$ cat src/rtl/umi_unpack_if.sv
//------------------------------------------------------------------------------
// umi_unpack_if
// Packet-in / fields-out handshake bundle for the UMI unpacker.
// Revision: 1.0 - initial release
//------------------------------------------------------------------------------
`default_nettype none

interface umi_unpack_if #(
  parameter int AW = 64,
  parameter int UW = 256
);
  // Upstream packet channel
  logic          in_valid;
  logic [UW-1:0] in_packet;
  logic          in_ready;

  // Downstream field channel
  logic            out_valid;
  logic            out_ready;
  logic [7:0]      out_opcode;
  logic [3:0]      out_size;
  logic [19:0]     out_user;
  logic [AW-1:0]   out_dstaddr;
  logic [AW-1:0]   out_srcaddr;
  logic [4*AW-1:0] out_data;
  logic            out_read;
  logic            out_burst;
  logic            out_last;

  // Packet source / field sink side
  modport master (
    output in_valid, in_packet, out_ready,
    input  in_ready, out_valid, out_opcode, out_size, out_user, out_dstaddr,
           out_srcaddr, out_data, out_read, out_burst, out_last
  );

  // Unpacker side
  modport slave (
    input  in_valid, in_packet, out_ready,
    output in_ready, out_valid, out_opcode, out_size, out_user, out_dstaddr,
           out_srcaddr, out_data, out_read, out_burst, out_last
  );
endinterface

`default_nettype wire

$ cat src/rtl/umi_unpack.sv
//------------------------------------------------------------------------------
// umi_unpack
// Splits UMI header packets into command fields and follows write bursts,
// un-rotating data beats and generating per-beat destination addresses.
// Revision: 1.0 - initial release
//------------------------------------------------------------------------------
`default_nettype none

module umi_unpack #(
  parameter int AW = 64,
  parameter int UW = 256
) (
  input  logic         clk,
  input  logic         reset,
  umi_unpack_if.slave  bus
);

  typedef enum logic [0:0] {
    ST_HDR   = 1'b0,
    ST_BURST = 1'b1
  } state_t;

  localparam logic [4:0]    c_read_cmd       = 5'h01;
  localparam logic [3:0]    c_burst_min_size = 4'd5;
  localparam logic [AW-1:0] c_first_beat_ofs = AW'(16);
  localparam logic [AW-1:0] c_beat_stride    = AW'(32);

  state_t          r_state;
  logic [10:0]     r_count;
  logic [AW-1:0]   r_beat_addr;
  logic            r_out_valid;
  logic [7:0]      r_opcode;
  logic [3:0]      r_size;
  logic [19:0]     r_user;
  logic [AW-1:0]   r_dstaddr;
  logic [AW-1:0]   r_srcaddr;
  logic [4*AW-1:0] r_data;
  logic            r_read;
  logic            r_burst;
  logic            r_last;

  logic [UW-1:0]   w_pkt;
  logic            w_in_ready;
  logic            w_in_fire;
  logic            w_hdr_read;
  logic [3:0]      w_hdr_size;
  logic [3:0]      w_beat_shift;
  logic [AW-1:0]   w_hdr_dstaddr;
  logic            w_burst_follows;
  logic [10:0]     w_beat_count;

  assign w_pkt      = bus.in_packet;
  // Output register may be refilled when empty or draining this cycle
  assign w_in_ready = !r_out_valid | bus.out_ready;
  assign w_in_fire  = bus.in_valid & w_in_ready;

  assign w_hdr_read      = (w_pkt[4:0] == c_read_cmd);
  assign w_hdr_size      = w_pkt[11:8];
  assign w_hdr_dstaddr   = {w_pkt[255:224], w_pkt[63:32]};
  assign w_burst_follows = !w_hdr_read && (w_hdr_size >= c_burst_min_size);
  assign w_beat_shift    = w_hdr_size - c_burst_min_size;
  assign w_beat_count    = 11'd1 << w_beat_shift;

  // Header/burst FSM with the single registered output stage
  always_ff @(posedge clk or posedge reset) begin
    if (reset) begin
      r_state     <= ST_HDR;
      r_count     <= '0;
      r_beat_addr <= '0;
      r_out_valid <= 1'b0;
      r_opcode    <= '0;
      r_size      <= '0;
      r_user      <= '0;
      r_dstaddr   <= '0;
      r_srcaddr   <= '0;
      r_data      <= '0;
      r_read      <= 1'b0;
      r_burst     <= 1'b0;
      r_last      <= 1'b0;
    end else if (w_in_fire) begin
      r_out_valid <= 1'b1;
      if (r_state == ST_HDR) begin
        r_opcode  <= w_pkt[7:0];
        r_size    <= w_hdr_size;
        r_user    <= w_pkt[31:12];
        r_dstaddr <= w_hdr_dstaddr;
        r_read    <= w_hdr_read;
        r_burst   <= 1'b0;
        if (w_hdr_read) begin
          r_srcaddr <= {w_pkt[223:192], w_pkt[95:64]};
          r_data    <= '0;
        end else begin
          // Writes carry only the low source word; upper bits hold payload
          r_srcaddr <= {32'h0, w_pkt[95:64]};
          r_data    <= {128'h0, w_pkt[223:96]};
        end
        if (w_burst_follows) begin
          r_count     <= w_beat_count;
          r_beat_addr <= w_hdr_dstaddr + c_first_beat_ofs;
          r_last      <= 1'b0;
          r_state     <= ST_BURST;
        end else begin
          r_last <= 1'b1;
        end
      end else begin
        // Data beat: command fields stay as loaded by the header
        r_dstaddr   <= r_beat_addr;
        r_beat_addr <= r_beat_addr + c_beat_stride;
        r_data      <= {w_pkt[95:0], w_pkt[255:96]};
        r_burst     <= 1'b1;
        r_count     <= r_count - 11'd1;
        if (r_count == 11'd1) begin
          r_last  <= 1'b1;
          r_state <= ST_HDR;
        end else begin
          r_last <= 1'b0;
        end
      end
    end else if (bus.out_ready) begin
      r_out_valid <= 1'b0;
    end
  end

  assign bus.in_ready    = w_in_ready;
  assign bus.out_valid   = r_out_valid;
  assign bus.out_opcode  = r_opcode;
  assign bus.out_size    = r_size;
  assign bus.out_user    = r_user;
  assign bus.out_dstaddr = r_dstaddr;
  assign bus.out_srcaddr = r_srcaddr;
  assign bus.out_data    = r_data;
  assign bus.out_read    = r_read;
  assign bus.out_burst   = r_burst;
  assign bus.out_last    = r_last;

endmodule

`default_nettype wire

$ cat src/flat_wrapper.sv
// flat-port wrapper written by rule: the top's interface ports become plain ports
module umi_unpack_flat 
#(
  parameter int AW = 64,
  parameter int UW = 256
)
  (clk, reset, bus_in_valid, bus_in_packet, bus_out_ready, bus_in_ready, bus_out_valid, bus_out_opcode, bus_out_size, bus_out_user, bus_out_dstaddr, bus_out_srcaddr, bus_out_data, bus_out_read, bus_out_burst, bus_out_last);
  umi_unpack_if #(.AW(AW), .UW(UW)) bus_i ();
  input  logic clk;
  input  logic reset;
  input wire logic [$bits(bus_i.in_valid)-1:0] bus_in_valid;
  input wire logic [$bits(bus_i.in_packet)-1:0] bus_in_packet;
  input wire logic [$bits(bus_i.out_ready)-1:0] bus_out_ready;
  output wire logic [$bits(bus_i.in_ready)-1:0] bus_in_ready;
  output wire logic [$bits(bus_i.out_valid)-1:0] bus_out_valid;
  output wire logic [$bits(bus_i.out_opcode)-1:0] bus_out_opcode;
  output wire logic [$bits(bus_i.out_size)-1:0] bus_out_size;
  output wire logic [$bits(bus_i.out_user)-1:0] bus_out_user;
  output wire logic [$bits(bus_i.out_dstaddr)-1:0] bus_out_dstaddr;
  output wire logic [$bits(bus_i.out_srcaddr)-1:0] bus_out_srcaddr;
  output wire logic [$bits(bus_i.out_data)-1:0] bus_out_data;
  output wire logic [$bits(bus_i.out_read)-1:0] bus_out_read;
  output wire logic [$bits(bus_i.out_burst)-1:0] bus_out_burst;
  output wire logic [$bits(bus_i.out_last)-1:0] bus_out_last;
  assign bus_i.in_valid = bus_in_valid;
  assign bus_i.in_packet = bus_in_packet;
  assign bus_i.out_ready = bus_out_ready;
  assign bus_in_ready = bus_i.in_ready;
  assign bus_out_valid = bus_i.out_valid;
  assign bus_out_opcode = bus_i.out_opcode;
  assign bus_out_size = bus_i.out_size;
  assign bus_out_user = bus_i.out_user;
  assign bus_out_dstaddr = bus_i.out_dstaddr;
  assign bus_out_srcaddr = bus_i.out_srcaddr;
  assign bus_out_data = bus_i.out_data;
  assign bus_out_read = bus_i.out_read;
  assign bus_out_burst = bus_i.out_burst;
  assign bus_out_last = bus_i.out_last;
  umi_unpack #(.AW(AW), .UW(UW)) u_core (.clk(clk), .reset(reset), .bus(bus_i));
endmodule
$ cat config.mk
export PLATFORM = sky130hd
export DESIGN_NAME = umi_unpack_flat
export DESIGN_NICKNAME = d
export VERILOG_FILES = /design/src/rtl/umi_unpack_if.sv /design/src/rtl/umi_unpack.sv /design/src/flat_wrapper.sv
export SDC_FILE = /design/constraint.sdc
export NUM_CORES = 1
export LEC_CHECK = 0
export CORE_AREA = 2 2 263 265
export DETAILED_ROUTE_END_ITERATION = 10
export DIE_AREA = 0 0 265 267
export HOLD_SLACK_MARGIN = 0.03
export SYNTH_ARGS = -nofsm -noshare
export SYNTH_HDL_FRONTEND = slang
export SYNTH_SLANG_ARGS = --single-unit
export TNS_END_PERCENT = 30
$ cat constraint.sdc
create_clock -name clk -period 23.1 [get_ports clk]
set_input_delay 6.93 -clock clk [delete_from_list [all_inputs] [get_ports clk]]
set_output_delay 6.93 -clock clk [all_outputs]
set_load 0.02 [all_outputs]
==> results of run 1 <==
power breakdown:
part	internal, mW	switching [mW]	total (mW)
logic	0.388	0.485	0.873
registers	1.04	0.143	1.18
clock network	0.583	0.379	0.962
total	2.01	1.01	3.01
metal layers:
layer	part of all wire	GRT usage	wire, um
met5	0.00049	0	41
met1	0.40	0.286	33600
met2	0.49	0.391	41700
met3	0.070	0.0526	5860
met4	0.037	0.0922	3150
through the flow:
stage | cell area [sq um] | setup slack (ns) | std cells | hold slack, ns | power (mW)
after CTS | 31800 | 7.27 | 3813 | 0.468 | 3.05
after floorplan | 22300 | 2.32 | 2295 | 0.445 | 1.61
after detailed placement | 29800 | 7.28 | 3714 | 0.454 | 2.07
after global placement | 29800 | 7.26 | 3714 | 0.450 | 2.05
final | 31800 | 7.30 | 3817 | 0.462 | 3.01
after global routing | 31800 | 7.16 | 3814 | 0.479 | 3.16
worst min-delay path, stage by stage, from the launching register on:
cell and delay [ns]:
dfrtp_1 0.34, nand2_1 0.05, nand2_1 0.05
logic make-up (layout without fill, tap and decap cells):
logic type,count (synthesis),in the layout
AND/OR/NAND/NOR,1043,1043
flip-flops,496,496
AO/OA/AOI/OAI,418,418
XOR/XNOR,56,56
other,0,4
adder cells (fa/ha/maj),6,6
multiplexers,78,78
buffers and inverters,198,834
cell type report:
type                    instances  area (sq um)
inverters                      23          93.8
well taps                     882          1100
clock buffers                  78          1590
diodes                          4          10.0
multi-input cells            1601          9150
flip-flops and latches        496         12400
clock inverters                21           392
fillers                      6284         36200
repair buffers                712          7050
registers in the layout (all words and copies together), names as in the netlist:
signal / flops
u_core.bus.out_burst: 1
u_core.bus.out_data: 256
u_core.bus.out_dstaddr: 64
u_core.bus.out_last: 1
u_core.bus.out_opcode: 8
u_core.bus.out_read: 1
u_core.bus.out_size: 4
u_core.bus.out_srcaddr: 64
u_core.bus.out_user: 20
u_core.bus.out_valid: 1
u_core.r_beat_addr: 64
u_core.r_count: 11
u_core.r_state: 1
synth_stat cells, drive strengths merged, types with 8 or more instances:
cell    number  share of area
inv         22         0.0037
a22o       160          0.063
o31ai       11         0.0037
nor4        30          0.011
and3        15         0.0043
a21oi       40         0.0090
nand2b      10         0.0028
xnor2       40          0.016
a211oi      16         0.0056
o21ai      100          0.022
o22ai       19         0.0053
dfrtp      496           0.56
nand3      183          0.042
nand2      600           0.10
xor2        16         0.0063
mux2i       76          0.034
nand4       50          0.016
o21a         8         0.0027
a31oi       12         0.0034
nor3        40          0.011
nor2        79          0.013
and2         9         0.0025
buf         31         0.0062
clkbuf     144          0.024
path summary, 6_finish.rpt:
kind | startpoint | to | slack [ns]
min in group asynchronous | reset | u_core.bus.out_srcaddr[11] | 6.83
hold reg to reg | u_core.bus.out_data[208] | u_core.bus.out_data[208] | 0.46
hold / removal | u_core.bus.out_data[208] | u_core.bus.out_data[208] | 0.46
max in group asynchronous | reset | u_core.bus.out_data[46] | 13.89
setup reg to reg | u_core.bus.out_valid | u_core.bus.out_srcaddr[52] | 18.83
setup / recovery | bus_out_ready | bus_in_ready | 7.30
==> run_results.csv, run 1 <==
group,metric,value,unit
sta,tns,0,ns
synthesis,synthXorXnorAreaFrac,0.0220,
worst_setup_path,crit_arrival,8.87,ns
sta,relSlewSlack,0.264,
outcome,outcome,"complete, no violations",
synthesis,synthMuxAreaShare,0.0352,
synthesis,synth.net_count,2561,
clock_network,insertion_delay,0.62,ns
clock_network,cts_tree,"yes",
final_layout,drive_gt1_frac,0.0556,
sta,period_share,0.684,
final_layout,postLayoutCoreUtil,0.468,
synthesis,ys.flop_type,"dfrtp_1",
synthesis,synth_top_family_by_area,"simple AND/OR/NAND/NOR gates",
clock_network,cts_setup_buffers,0,
worst_setup_path,critical_path_class,"primary input to output pin",
clock_network,clock-sinks,496,
placed_design,place_hpwl,60400,um
synthesis,synth_compound_area_frac,0.136,
floorplan,die_area,70800,sq um
synthesis,synth_seq_area_share,0.557,
sta,clock.fmax,63.3,MHz
synthesis,synth_enable_flop_cells,0,
floorplan,core-area,68000,sq um
worst_setup_path,slowest_stage,"clkdlybuf4s50_1",
floorplan,fp.dieH,267,um
clock_network,clk_pin_slew_worst_paths,0.06,ns
worst_setup_path,critPathTopFamily,"buffers and inverters",
run,max_cap_violations,0,
clock_network,hold_buffers,0,
sta,worst_slew_pin_slew,1.10,ns
synthesis,yosysUniqueCellTypes,67,
floorplan,die_w,265,um
worst_setup_path,slowest_delay,0.68,ns
sta,hold_violations,0,
sta,skew,0.0267,ns
route,drc,0,
sta,grt_setup_unrepaired,"no",
worst_setup_path,worstPathCellList,"clkdlybuf4s50_1 -> nor2b_1 -> inv_1 -> clkdlybuf4s50_1",
route,wire_per_inst,22.1,um
final_layout,layout_commonest_cell,"clkdlybuf4s50_1",
worst_hold_path,hp-class,"flop to flop",
placed_design,port-buffer-count,680,
synthesis,synth_area_per_cell,9.71,sq um
power_and_ir_drop,max-vdd-ir-drop,0.0580,mV
global_routing,grt_pass1_vias,20000,
worst_setup_path,crit_path_end_kind,"output pin",
synthesis,synth_warnings,0,
route,num_vias,20000,
worst_setup_path,reg2reg_depth,7,
route,ant_nets,0,
synthesis,synthAdderAreaFrac,0.00337,
global_routing,grt_start_max_net_pins,114,
synthesis,synth_area,22300,sq um
sta,drv_slew,0,
worst_setup_path,cpMostUsedCell,"clkdlybuf4s50_1",
route,vias_per_cell,5.25,
clock_network,cts.htree.levels,2,
global_routing,grt_pass1_wl,126000,um
worst_setup_path,cp.depth,4,
synthesis,synthSimpleGateAreaFrac,0.212,
clock_network,cts_root_buf,"clkbuf_16",
power_and_ir_drop,powerDensity,94.7,nW/um^2
floorplan,io_pins,681,
worst_setup_path,crit_path_start_kind,"primary input",
synthesis,synth_seq_cells,496,
worst_hold_path,worstHoldPathCells,2,
clock_network,cts_inserted_buffers,56,
floorplan,start_util,0.328,
global_routing,antenna_found_initial,4,
placed_design,gp_congestion,0.881,
route,firstDrtPassIters,5,
route,wl,84400,um
floorplan,std_cell_rows,96,
route,drt_iter0_drc,1565,
final_layout,syn2layout_area_growth,42.7,%
clock_network,ctsResizeCount,0,
synthesis,syn_inst,2295,
clock_network,clockBufferDepth,3,
worst_setup_path,path_buf_inv,3,
power_and_ir_drop,p_leak,14.0,nW
sta,setup_violations,0,
global_routing,grt_usage,0.231,
global_routing,grt-ovfl-total,0,
worst_setup_path,crit_required,16.17,ns
worst_setup_path,crit_path_max_fanout,4,
final_layout,final_cell_mix,"clkdlybuf4s50_1, nand2_1, dfrtp_1",
final_layout,nets,3156,
sta,final.min_clock_period,15.80,ns
synthesis,async_flop_share,1.00,
Note: power is estimated with default switching activity, not from simulation.
==> run 2: changes to the inputs <==
- clock period: 23.1 -> 16.01 ns (I/O delays scaled with it)
==> run 2 against run 1 <==
Global-route usage is 0.12 points higher. Non-clock buffer count down 4. Register-to-register slack lost 7.1 ns. Cell area about the same. Final cell count fell by 0.16%. Sequential cell count did not move. Critical endpoint unchanged. Critical path depth unchanged. Core utilization about the same.
==> run_results.csv, run 2 (synthesis gave the netlist of run 1 again) <==
group,metric,value,unit
outcome,outcome,"complete, no violations",
global_routing,grt_usage,0.232,
global_routing,antenna_found_initial,3,
power_and_ir_drop,p_sw,1.46,mW
final_layout,largest_reg_flops,256,
worst_setup_path,slowest_stage,"clkdlybuf4s50_1",
final_layout,nets,3150,
worst_setup_path,reg2reg_depth,6,
floorplan,die_area,70800,sq um
sta,tns,0,ns
final_layout,drive_gt1_frac,0.0543,
global_routing,grt_pass1_wl,127000,um
route,vias_per_cell,5.27,
placed_design,pre_cts_ws,4.44,ns
route,firstDrtPassIters,6,
floorplan,io_pins,681,
clock_network,clockBufferDepth,3,
sta,setup_violations,0,
global_routing,grt_start_max_net_pins,202,
worst_setup_path,crit_path_max_fanout,4,
run,max_cap_violations,0,
placed_design,port-buffer-count,680,
placed_design,place_hpwl,60300,um
power_and_ir_drop,pwr-share-seq,0.392,
worst_setup_path,worstPathCellList,"clkdlybuf4s50_1 -> nor2b_1 -> inv_1 -> clkdlybuf4s50_1",
route,wire_per_inst,22.3,um
power_and_ir_drop,clock_power_share,0.319,
final_layout,final_cell_mix,"clkdlybuf4s50_1, nand2_1, dfrtp_1",
worst_setup_path,crit_arrival,6.70,ns
final_layout,syn2layout_area_growth,42.7,%
sta,drv_slew,0,
worst_setup_path,slowest_delay,0.63,ns
power_and_ir_drop,p_int,2.89,mW
sta,period_share,0.719,
clock_network,insertion_delay,0.63,ns
route,num_vias,20100,
clock_network,cts_root_buf,"clkbuf_16",
floorplan,core-area,68000,sq um
global_routing,grt_pass1_vias,19900,
worst_setup_path,crit_path_start_kind,"primary input",
power_and_ir_drop,p_sw_frac,0.335,
power_and_ir_drop,power,4.35,mW
global_routing,grt-ovfl-total,0,
sta,grt_setup_unrepaired,"no",
clock_network,clk_pin_slew_worst_paths,0.06,ns
clock_network,clock-sinks,496,
floorplan,fp.dieH,267,um
placed_design,dp.cells,3710,
worst_hold_path,min_from,"u_core.bus.out_data[198]",
final_layout,layout_commonest_cell,"clkdlybuf4s50_1",
worst_setup_path,crit_path_end_kind,"output pin",
clock_network,hold_buffers,0,
worst_setup_path,path_buf_inv,3,
route,drt_iter0_drc,1413,
sta,clock.fmax,86.9,MHz
worst_hold_path,worstHoldPathCells,2,
worst_setup_path,r2r_slack,11.69,ns
route,drc,0,
sta,worst_slew_pin_slew,1.01,ns
worst_setup_path,critical_path_class,"primary input to output pin",
worst_setup_path,crit_required,11.21,ns
sta,setup_ws,4.50,ns
clock_network,cts_tree,"yes",
sta,skew,0.0268,ns
floorplan,start_util,0.328,
sta,final.min_clock_period,11.51,ns
sta,whs,0.464,ns
placed_design,gp_congestion,0.867,
worst_setup_path,worstReg2RegStart,"u_core.r_state",
power_and_ir_drop,max-vdd-ir-drop,0.0780,mV
clock_network,cts.htree.levels,2,
worst_hold_path,hp-class,"flop to flop",
sta,hold_violations,0,
sta,relSlewSlack,0.329,
worst_setup_path,cpMostUsedCell,"clkdlybuf4s50_1",
route,ant_nets,0,
clock_network,ctsResizeCount,0,
worst_setup_path,critPathTopFamily,"buffers and inverters",
power_and_ir_drop,powerDensity,137,nW/um^2
route,wl,84900,um
clock_network,cts_inserted_buffers,54,
power_and_ir_drop,p_leak,14.0,nW
power_and_ir_drop,combPwrFrac,0.289,
floorplan,die_w,265,um
clock_network,cts_setup_buffers,0,
floorplan,std_cell_rows,96,
worst_hold_path,holdPathEnd,"u_core.bus.out_data[198]",
final_layout,final-instance-count-excl-fill,3811,
worst_setup_path,regToRegEndpoint,"u_core.bus.out_data[38]",
run 2: final cells by class:
cell class                      instances  area (sq um)
Inverter                               23          90.1
Tap cell                              882          1100
Clock inverter                         23           419
Antenna cell                            1          2.50
Timing Repair Buffer                  708          7070
Sequential cell                       496         12400
Fill cell                            6327         36200
Multi-Input combinational cell       1601          9150
Clock buffer                           77          1550
run 2: how the worst max path moves through the flow:
stage / cells past startpoint / slack, ns / endpoint / start
floorplan: 1 / 4.48 / u_core.bus.out_burst / reset
CTS: 4 / 4.43 / bus_in_ready / bus_out_ready
global route: 4 / 4.44 / bus_in_ready / bus_out_ready
finish: 4 / 4.50 / bus_in_ready / bus_out_ready
global placement: 4 / 4.39 / bus_in_ready / bus_out_ready
detailed placement: 4 / 4.44 / bus_in_ready / bus_out_ready
run 2: routing by layer:
| metal | share of wire | wire length, um | track usage | vias up |
|---|---|---|---|---|
| li1 | - | - | - | 9224 |
| met1 | 0.39 | 32800 | 0.280 | 9854 |
| met2 | 0.50 | 42600 | 0.403 | 827 |
| met3 | 0.072 | 6140 | 0.0533 | 166 |
| met4 | 0.038 | 3240 | 0.0890 | 4 |
| met5 | 0.00032 | 27 | 0 | - |
run 2: stage by stage:
step | area (sq um) | util
floorplan | 22300 | -
global placement | 29800 | 0.439
detailed placement | 29800 | 0.439
CTS | 31800 | 0.468
global route | 31800 | 0.468
finish | 31800 | 0.468
run 2: worst min-delay path: stages, from the launching register on:
cell     delay (ns)
dfrtp_1        0.34
nand2_1        0.05
nand2_1        0.05
run 2: power by group through the flow:
| stage | combinational [mW] | clock, mW | sequential (mW) |
|---|---|---|---|
| 2_1_floorplan | 0.439 | 0 | 1.88 |
| 3_3_place_gp | 1.25 | 0 | 1.71 |
| 4_1_cts | 1.27 | 1.41 | 1.70 |
| 5_1_grt | 1.34 | 1.47 | 1.74 |
| 6_report | 1.25 | 1.39 | 1.71 |
| 3_5_place_dp | 1.27 | 0 | 1.72 |
